==> config.mk <==
export PLATFORM = sky130hd
export DESIGN_NAME = imm_gen_stage
export DESIGN_NICKNAME = d
export VERILOG_FILES = /design/src/rtl/imm_gen_stage.sv
export SDC_FILE = /design/constraint.sdc
export NUM_CORES = 1
export LEC_CHECK = 0
export BUFFER_PORTS_ARGS = -buffer_cell sky130_fd_sc_hd__buf_2
export CORE_MARGIN = 5
export CORE_UTILIZATION = 31
export DETAILED_ROUTE_END_ITERATION = 7
export PLACE_DENSITY = 0.47
export SYNTH_ARGS = -nofsm -noshare
export SYNTH_HDL_FRONTEND = slang
export SYNTH_SLANG_ARGS = --single-unit
==> constraint.sdc <==
create_clock -name clk -period 15.7 [get_ports clk]
set_input_delay 2.355 -clock clk [delete_from_list [all_inputs] [get_ports clk]]
set_output_delay 2.355 -clock clk [all_outputs]
set_load 0.02 [all_outputs]
==> src/rtl/imm_gen_stage.sv <==
// imm_gen_stage: RISC-V immediate decode feeding a 2-entry skid buffer (main + skid register).
// Optional build macro IMM_ZICSR_EN enables the CSR-immediate (fmt Z) decode for opcode 1110011.
module imm_gen_stage #(
   parameter int XLEN = 32
) (
   input  logic            clk,
   input  logic            rst,
   input  logic            flush,
   input  logic            in_valid,
   output logic            in_ready,
   input  logic [31:0]     in_instr,
   input  logic [XLEN-1:0] in_pc,
   output logic            out_valid,
   input  logic            out_ready,
   output logic [XLEN-1:0] out_imm,
   output logic [2:0]      out_fmt,
   output logic            out_illegal,
   output logic [31:0]     out_instr,
   output logic [XLEN-1:0] out_pc
);

   localparam logic [2:0] FMT_I    = 3'd0;
   localparam logic [2:0] FMT_S    = 3'd1;
   localparam logic [2:0] FMT_B    = 3'd2;
   localparam logic [2:0] FMT_U    = 3'd3;
   localparam logic [2:0] FMT_J    = 3'd4;
   localparam logic [2:0] FMT_Z    = 3'd5;
   localparam logic [2:0] FMT_NONE = 3'd7;

   typedef struct packed {
      logic [XLEN-1:0] imm;
      logic [2:0]      fmt;
      logic            illegal;
      logic [31:0]     instr;
      logic [XLEN-1:0] pc;
   } entry_t;

   localparam entry_t RST_ENTRY = '{imm: '0, fmt: FMT_NONE, illegal: 1'b0, instr: '0, pc: '0};

   function automatic entry_t decode(input logic [31:0] instr, input logic [XLEN-1:0] pc);
      entry_t                 e;
      logic signed [XLEN-1:0] imm;
      imm       = '0;
      e.fmt     = FMT_NONE;
      e.illegal = 1'b0;
      e.instr   = instr;
      e.pc      = pc;
      if (instr[1:0] != 2'b11) begin
         e.illegal = 1'b1;
      end else begin
         case (instr[6:0])
            7'b0010011, 7'b0000011, 7'b1100111: begin
               e.fmt = FMT_I;
               imm   = XLEN'($signed(instr[31:20]));
            end
            7'b0100011: begin
               e.fmt = FMT_S;
               imm   = XLEN'($signed({instr[31:25], instr[11:7]}));
            end
            7'b1100011: begin
               e.fmt = FMT_B;
               imm   = XLEN'($signed({instr[31], instr[7], instr[30:25], instr[11:8], 1'b0}));
            end
            7'b0110111, 7'b0010111: begin
               e.fmt = FMT_U;
               imm   = XLEN'($signed({instr[31:12], 12'b0}));
            end
            7'b1101111: begin
               e.fmt = FMT_J;
               imm   = XLEN'($signed({instr[31], instr[19:12], instr[20], instr[30:21], 1'b0}));
            end
            7'b0110011: begin
               e.fmt = FMT_NONE;
            end
            7'b1110011: begin
`ifdef IMM_ZICSR_EN
               // funct3[2] selects the uimm forms (csrrwi/csrrsi/csrrci)
               if (instr[14]) begin
                  e.fmt = FMT_Z;
                  imm   = $signed(XLEN'(instr[19:15]));
               end
`else
               e.fmt = FMT_NONE;
`endif
            end
            default: begin
               e.illegal = 1'b1;
            end
         endcase
      end
      e.imm = imm;
      return e;
   endfunction

   entry_t dec_p0;
   entry_t main_p1;
   entry_t skid_p1;
   logic   vld_p1;
   logic   skid_vld_p1;
   logic   accept;
   logic   drain;

   always_comb dec_p0 = decode(in_instr, in_pc);

   assign in_ready = !skid_vld_p1;
   assign accept   = in_valid && !skid_vld_p1;
   assign drain    = vld_p1 && out_ready;

   // p0 -> p1: main register feeds the outputs, skid catches one entry while main is stalled
   always_ff @(posedge clk or posedge rst) begin
      if (rst) begin
         vld_p1      <= 1'b0;
         skid_vld_p1 <= 1'b0;
         main_p1     <= RST_ENTRY;
         skid_p1     <= RST_ENTRY;
      end else if (flush) begin
         vld_p1      <= 1'b0;
         skid_vld_p1 <= 1'b0;
      end else if (!vld_p1) begin
         if (accept) begin
            main_p1 <= dec_p0;
            vld_p1  <= 1'b1;
         end
      end else if (drain) begin
         if (skid_vld_p1) begin
            main_p1     <= skid_p1;
            skid_vld_p1 <= 1'b0;
         end else if (accept) begin
            main_p1 <= dec_p0;
         end else begin
            vld_p1 <= 1'b0;
         end
      end else if (accept) begin
         skid_p1     <= dec_p0;
         skid_vld_p1 <= 1'b1;
      end
   end

   assign out_valid   = vld_p1;
   assign out_imm     = main_p1.imm;
   assign out_fmt     = main_p1.fmt;
   assign out_illegal = main_p1.illegal;
   assign out_instr   = main_p1.instr;
   assign out_pc      = main_p1.pc;

endmodule

==> After elaboration in Yosys (flattened, before gate mapping) <==
Cells that the tools add are included.
{ "totals": {"latchBits": 0, "romBits": 0, "ram_bits": 0, "in_bits": 69, "out_inout_bits": 102, "memories": 0, "elab_cells": 56, "reg_bits": 202} }
{ "op_classes": {"n_addsub": 0, "reduce_logical": 11, "multipliers": 0, "n_mux": 19, "order_cmp": 0, "n_bitwise": 2, "n_div": 0, "n_eq_ne": 12, "n_shift": 0} }
{ "op_table": {"columns": ["op", "count"], "rows": [
  ["100-bit two-way mux", 4],
  ["32-bit case mux with 5 select lines", 1],
  ["32-bit two-way mux", 1],
  ["7-bit equality test, second input constant", 4],
  ["7-bit by 6-bit equality test with 1-bit output, second input constant", 3],
  ["3-bit case mux with 5 select lines", 1],
  ["7-bit by 5-bit equality test with 1-bit output, second input constant", 2],
  ["1-bit two-way mux", 11],
  ["10-bit OR reduction", 1],
  ["7-bit by 2-bit equality test with 1-bit output, second input constant", 1],
  ["2-bit AND reduction", 2],
  ["4-bit AND reduction", 1],
  ["3-bit two-way mux", 1],
  ["3-bit nonzero test", 1],
  ["3-bit OR reduction", 1],
  ["1-bit logical AND", 2],
  ["2-bit by 1-bit inequality test with 1-bit output, second input constant", 1],
  ["2-bit inequality test, second input constant", 1],
  ["1-bit inverter", 2],
  ["2-bit nonzero test", 1],
  ["2-bit OR reduction", 1],
  ["1-bit zero test", 1]
]} }

==> Longest topological paths before layout <==
Gate-level depths: netlist of the first run.
{ "logic_depth": {"ltp_word": 8, "ltp_mapped": 8} }

==> Least setup slack after synthesis of the first run <==
OpenSTA, ideal clock, no wires.
{ "synth_path": {"path_kind": "input to register", "start": "input port flush", "end": "register skid_p1[88] (netlist name)", "path_slack_ns": 12.136, "t_arrival_ns": 3.444, "t_required_ns": 15.580, "n_path_buf": 3, "path_stages": 6, "cell_sequence": "buf_2 -> or3_1 -> buf_6 -> nor3_4 -> buf_6 -> a21oi_2"} }
{ "synth_via": {"elab_chain_cells": 2} }
{ "synth_rtl": {"columns": ["element", "line_no", "source"], "rows": [
  ["from (decl)", "8", "input logic flush,"],
  ["1-bit inverter (no source line)", null, null],
  ["4-bit AND reduction (no source line)", null, null],
  ["to (signal assigned)", "134", "skid_p1 <= dec_p0;"],
  ["to (decl)", "97", "entry_t skid_p1;"]
]} }
No other way between the ends.
A chain may end at the register's enable or synchronous reset.

==> Worst setup path after layout of the first run <==
{ "layout_path": {"start": "input port in_valid", "end": "register skid_p1[96] (netlist name)"} }
{ "layout_via": {"elab_chain_cells": 2} }
{ "layout_rtl": {"columns": ["element", "line_no", "source"], "rows": [
  ["from (decl)", "9", "input logic in_valid,"],
  ["1-bit logical AND", "106", "assign accept = in_valid && !skid_vld_p1;"],
  ["4-bit AND reduction (no source line)", null, null]
]} }
No other way between the ends.

==> impl_metrics.json, run 1 <==
{
  "period_needed_ns": 4.59,
  "synth_edf_count": 0,
  "cts.sinks": 202,
  "start_kind": "primary input",
  "seq_area_sq_um": 5060,
  "drc_errors": 0,
  "yosysTopAreaCell": "dfrtp_1",
  "cp_max_fo": 72,
  "max_freq_ghz": 0.218,
  "postCtsSetupRepairBufs": 0,
  "end_kind": "register",
  "initial_core_util_pct": 31.4,
  "layout.cells.non_filler": 1398,
  "arrival_ns": 4.96,
  "clock_latency_ns": 0.51,
  "clockBufferDepth": 3,
  "slew_headroom_pct": 31.2,
  "ys_ff_latch": 202,
  "rsz0062_at_grt": "no",
  "via_per_inst": 5.02,
  "grt_first_pass_wirelength_um": 41900,
  "leakage_nw": 4.71,
  "syn_to_final_growth_pct": 21.8,
  "path_cells": "buf_2 > nand2b_4 > or3_4 > buf_4 > nor3_4 > a21oi_1",
  "cts-resized-gates": 0,
  "postLayoutCoreUtil_pct": 38.3,
  "grt_usage_pct": 16.7,
  "core_sq_um": 26900,
  "drt_iter0_markers": 446,
  "crit_required_ns": 16.07,
  "synth_fp_nets": 969,
  "fin_nets": 1106,
  "maxSlewViolCount": 0,
  "grt_antenna_before_repair": 3,
  "power.total_mw": 1.53,
  "use_met2_pct": 26.4,
  "period_share_pct": 29.2,
  "tightest_slew_ns": 1.03,
  "grt.busiest_layer": "met2",
  "die-area_sq_um": 30700,
  "vdd_drop_max_mv": 0.0602,
  "tns_ns": 0,
  "hp-class": "reg -> reg",
  "outcome": "finished clean",
  "r2r_cells": 5,
  "drive_above_1_share_pct": 23.4,
  "async_flop_share_pct": 100,
  "cts-htree-levels": 1,
  "ys_top_cells_by_area": "dfrtp_1 (58%), nand2_1 (10%), o22ai_1 (7.4%)",
  "hpwl_um": 15700,
  "cts_hold_buf": 0,
  "routedWlPerCell_um": 18.5,
  "hold-path-cell-count": 2,
  "cts_root_buffer": "clkbuf_16",
  "setup_viol": 0,
  "cts_tree": "done",
  "vias": 7018,
  "yosysWarnings": 0,
  "synth_cell_types": 41,
  "synth_cells": 900,
  "synth_top_area_share_pct": 58.0,
  "gp_congestion": 0.747,
  "globalRouteMet1Util_pct": 23.1,
  "gr-usage-met3_pct": 4.67,
  "cpPeakStageDelay_ns": 0.70,
  "core.rowCount": 60,
  "yosysSeqAreaShare_pct": 59.9,
  "clock_skew_ns": 0.0120,
  "whs_ns": 0.473,
  "layout_commonest_cell": "nand2_1",
  "cp_slowest_cell": "or3_4",
  "p_per_area_nw_per_um2": 148,
  "pin_count": 171,
  "synth_area_sq_um": 8450,
  "finalHoldViolations": 0,
  "port_buffers": 170,
  "syn_area_per_cell_sq_um": 9.39,
  "fill_cells": 2774,
  "synth-main-ff-cell": "dfrtp_1",
  "dp.cells": 1352,
  "die_h_um": 175,
  "drt-total-wl_um": 25900,
  "dr.pass1.iters": 5,
  "grt_start_max_net_pins": 138,
  "ant_nets": 0,
  "grt.overflow.total": 0,
  "cts_buffers": 24,
  "cap_violations": 0,
  "multiInputGateArea_sq_um": 3100,
  "grt_pass1_vias": 7322,
  "die_w_um": 175,
  "path_clk_slew_ns": 0.06,
  "worst-setup-path-type": "in -> reg",
  "final_cell_mix": "nand2_1 (234), dfrtp_1 (196), buf_2 (170)"
}
## kinds of logic after synthesis
kind of cell | count (synthesis) | synth area share, %
muxes | 1 | 0.133
and+or+nand+nor | 367 | 18.2
AOI/OAI and AO/OA | 257 | 17.8
buffers and inverters | 73 | 3.97
DFF | 202 | 59.9
## through the flow
stage               worst slack, ns  area [sq um]
floorplan                      7.84          8450
finish                        11.11         10300
global placement              10.53          9530
detailed placement            10.50          9530
global route                  10.90         10300
CTS                           11.06         10300
## routing by layer
layer | vias up | routed length (um) | part of all wire (%)
met3 | 36 | 1670 | 6.4
met2 | 194 | 11700 | 45
met1 | 3408 | 12000 | 46
li1 | 3374 | - | -
met5 | - | 22 | 0.085
met4 | 6 | 471 | 1.8
## path summary, 6_finish.rpt
path	startpoint	end	slack, ns
setup / recovery	in_valid	skid_p1[96]$_DFFE_PP0P_	11.11
hold / removal	skid_p1[55]$_DFFE_PP0P_	skid_p1[55]$_DFFE_PP0P_	0.47
setup reg to reg	skid_vld_p1$_DFFE_PP0P_	skid_p1[96]$_DFFE_PP0P_	12.49
hold reg to reg	skid_p1[55]$_DFFE_PP0P_	skid_p1[55]$_DFFE_PP0P_	0.47
max in group asynchronous	rst	skid_p1[84]$_DFFE_PP0P_	12.27
min in group asynchronous	rst	skid_p1[25]$_DFFE_PP0P_	2.01
## flip-flops by register name, indices dropped and copies added (netlist names)
| register | cells |
|---|---|
| skid_vld_p1 | 1 |
| out_imm | 32 |
| out_valid | 1 |
| out_instr | 32 |
| skid_p1 | 100 |
| out_fmt | 3 |
| out_illegal | 1 |
| out_pc | 32 |
## where the power goes
part / switching, mW / leakage [nW] / internal (mW)
clock network: 0.218 / 0.373 / 0.316
registers: 0.0634 / 2.41 / 0.634
logic: 0.189 / 1.93 / 0.106
total: 0.471 / 4.71 / 1.06
## area by class of cell
cell class	instances	area share [%]
diodes	2	0.0486
well taps	341	4.14
flip-flops and latches	202	49.2
clock inverters	6	0.352
inverters	6	0.292
repair buffers	178	8.85
multi-input cells	625	30.1
clock buffers	38	7.04
## synth_stat cells (3+ instances only)
| cell type | count |
|---|---|
| nand3_1 | 4 |
| nor2_1 | 98 |
| nor3_4 | 4 |
| o21ai_0 | 16 |
| a31oi_1 | 12 |
| o22ai_1 | 100 |
| a221oi_1 | 3 |
| nand2_1 | 235 |
| a21oi_2 | 10 |
| a21oi_1 | 107 |
| dfrtp_1 | 196 |
| buf_6 | 4 |
| buf_2 | 25 |
| dfstp_2 | 6 |
| clkbuf_1 | 36 |
| nor3_1 | 3 |
| inv_1 | 6 |
## critical path: cells and delay by family
kind | cells | cell delay (ns)
compound gates | 1 | 0.15
buf+inv | 2 | 0.53
simple gates | 3 | 1.87
Note: power is estimated with default switching activity, not from simulation.
==> run 2, diff against run 1 <==
PLACE_DENSITY = 0.49   (was 0.47)
clock period = 4.2 ns   (was 15.7 ns; I/O delays follow)
==> impl_metrics.json, run 2 (synthesis results as in run 1) <==
{
  "final_cell_mix": "nand2_1 (234), dfrtp_1 (196), buf_2 (170)",
  "clockBufferDepth": 3,
  "cts-resized-gates": 0,
  "cts-htree-levels": 1,
  "port_buffers": 170,
  "clock_skew_ns": 0.00438,
  "max_freq_ghz": 0.415,
  "fill_cells": 2744,
  "comb_power_share_pct": 19.6,
  "leakage_nw": 4.74,
  "postCtsSetupRepairBufs": 0,
  "worst-setup-path-type": "reg -> reg",
  "cts_root_buffer": "clkbuf_16",
  "die_h_um": 175,
  "initial_core_util_pct": 31.4,
  "cts_buffers": 24,
  "via_per_inst": 5.13,
  "path_clk_slew_ns": 0.06,
  "pre_cts_ws_ns": 1.52,
  "outcome": "finished clean",
  "die_w_um": 175,
  "clock_latency_ns": 0.51,
  "routedWlPerCell_um": 18.6,
  "drt_iter0_markers": 431,
  "gp_congestion": 0.797,
  "pin_count": 171,
  "ant_nets": 0,
  "start_kind": "register",
  "setup_slack_ns": 1.79,
  "rsz0062_at_grt": "no",
  "tightest_slew_ns": 1.12,
  "end_kind": "register",
  "finalHoldViolations": 0,
  "core.rowCount": 60,
  "cts_tree": "done",
  "power.total_mw": 5.70,
  "setup_viol": 0,
  "seq_power_share_pct": 45.8,
  "grt.overflow.total": 0,
  "largest_reg_flops": 100,
  "syn_to_final_growth_pct": 22.6,
  "arrival_ns": 2.76,
  "vias": 7179,
  "cts_hold_buf": 0,
  "period_needed_ns": 2.41,
  "grt_usage_pct": 16.8,
  "hp-class": "in -> async",
  "p_per_area_nw_per_um2": 550,
  "die-area_sq_um": 30700,
  "vdd_drop_max_mv": 0.256,
  "drive_above_1_share_pct": 23.8,
  "maxSlewViolCount": 0,
  "switching_share_pct": 30.8,
  "cp_max_fo": 19,
  "drc_errors": 0,
  "grt_pass1_vias": 7300,
  "core_sq_um": 26900,
  "tns_ns": 0,
  "fin_nets": 1108,
  "cap_violations": 0,
  "hpwl_um": 15900,
  "regMostFlops": "skid_p1",
  "slew_headroom_pct": 25.0,
  "grt_antenna_before_repair": 8,
  "netSwitchingPower_mw": 1.76,
  "dr.pass1.iters": 5,
  "layout_commonest_cell": "nand2_1",
  "grt_start_max_net_pins": 98,
  "grt_first_pass_wirelength_um": 41700,
  "period_share_pct": 57.4,
  "p_clk_share_pct": 34.6,
  "drt-total-wl_um": 26100,
  "crit_required_ns": 4.55,
  "cts.sinks": 202,
  "p_int_mw": 3.94
}
[run 2: critical path: stages, from the launching register on]
cell,delay [ns]
dfrtp_1,0.45
nor2b_1,0.25
nor3_4,0.64
nor3b_2,0.75
a21oi_1,0.15
[run 2: stage by stage]
step                      hold WS, ns  instances  cell area, sq um  utilization (%)
after global routing            0.300       1399             10400             38.6
final                           0.241       1399             10400             38.6
after floorplan                 0.446        900              8460                -
after CTS                       0.247       1396             10400             38.5
after global placement          0.458       1354              9600             35.7
after detailed placement        0.463       1354              9600             35.7
[run 2: worst paths after layout]
| kind | from | to | slack, ns | depth (start not counted) |
|---|---|---|---|---|
| setup / recovery | out_valid$_DFF_PP0_ | out_imm[20]$_DFFE_PP0P_ | 1.79 | 4 |
| hold reg to reg | skid_p1[27]$_DFFE_PP0P_ | skid_p1[27]$_DFFE_PP0P_ | 0.47 | 2 |
| setup reg to reg | out_valid$_DFF_PP0_ | out_imm[20]$_DFFE_PP0P_ | 1.79 | 4 |
| max in group asynchronous | rst | skid_p1[65]$_DFFE_PP1P_ | 2.98 | 3 |
| min in group clk | in_pc[17] | skid_p1[17]$_DFFE_PP0P_ | 0.33 | 3 |
| hold / removal | rst | skid_p1[74]$_DFFE_PP0P_ | 0.24 | 2 |
[run 2: power groups by stage]
stage                     sequential [mW]  clock [mW]  combinational (mW)
after floorplan                      2.82           0               0.514
after global placement               2.64           0                1.11
after detailed placement             2.64           0                1.14
after CTS                            2.61        2.04                1.14
after global routing                 2.66        2.12                1.25
final                                2.61        1.97                1.12
[run 2: final cells by class]
cell class / count / area, sq um / area share [%]
Antenna cell: 3 / 7.51 / 0.0725
Timing Repair Buffer: 180 / 988 / 9.54
Sequential cell: 202 / 5060 / 48.9
Tap cell: 341 / 427 / 4.12
Clock buffer: 34 / 709 / 6.85
Clock inverter: 8 / 42.5 / 0.411
Inverter: 6 / 26.3 / 0.254
Multi-Input combinational cell: 625 / 3100 / 29.9
[run 2: metal layers]
layer	up-vias	wire, um	global-route usage, %
met5	-	60	0
met4	10	645	4.52
met1	3497	11900	23.1
met2	227	11600	26.3
li1	3391	-	-
met3	54	1880	4.46
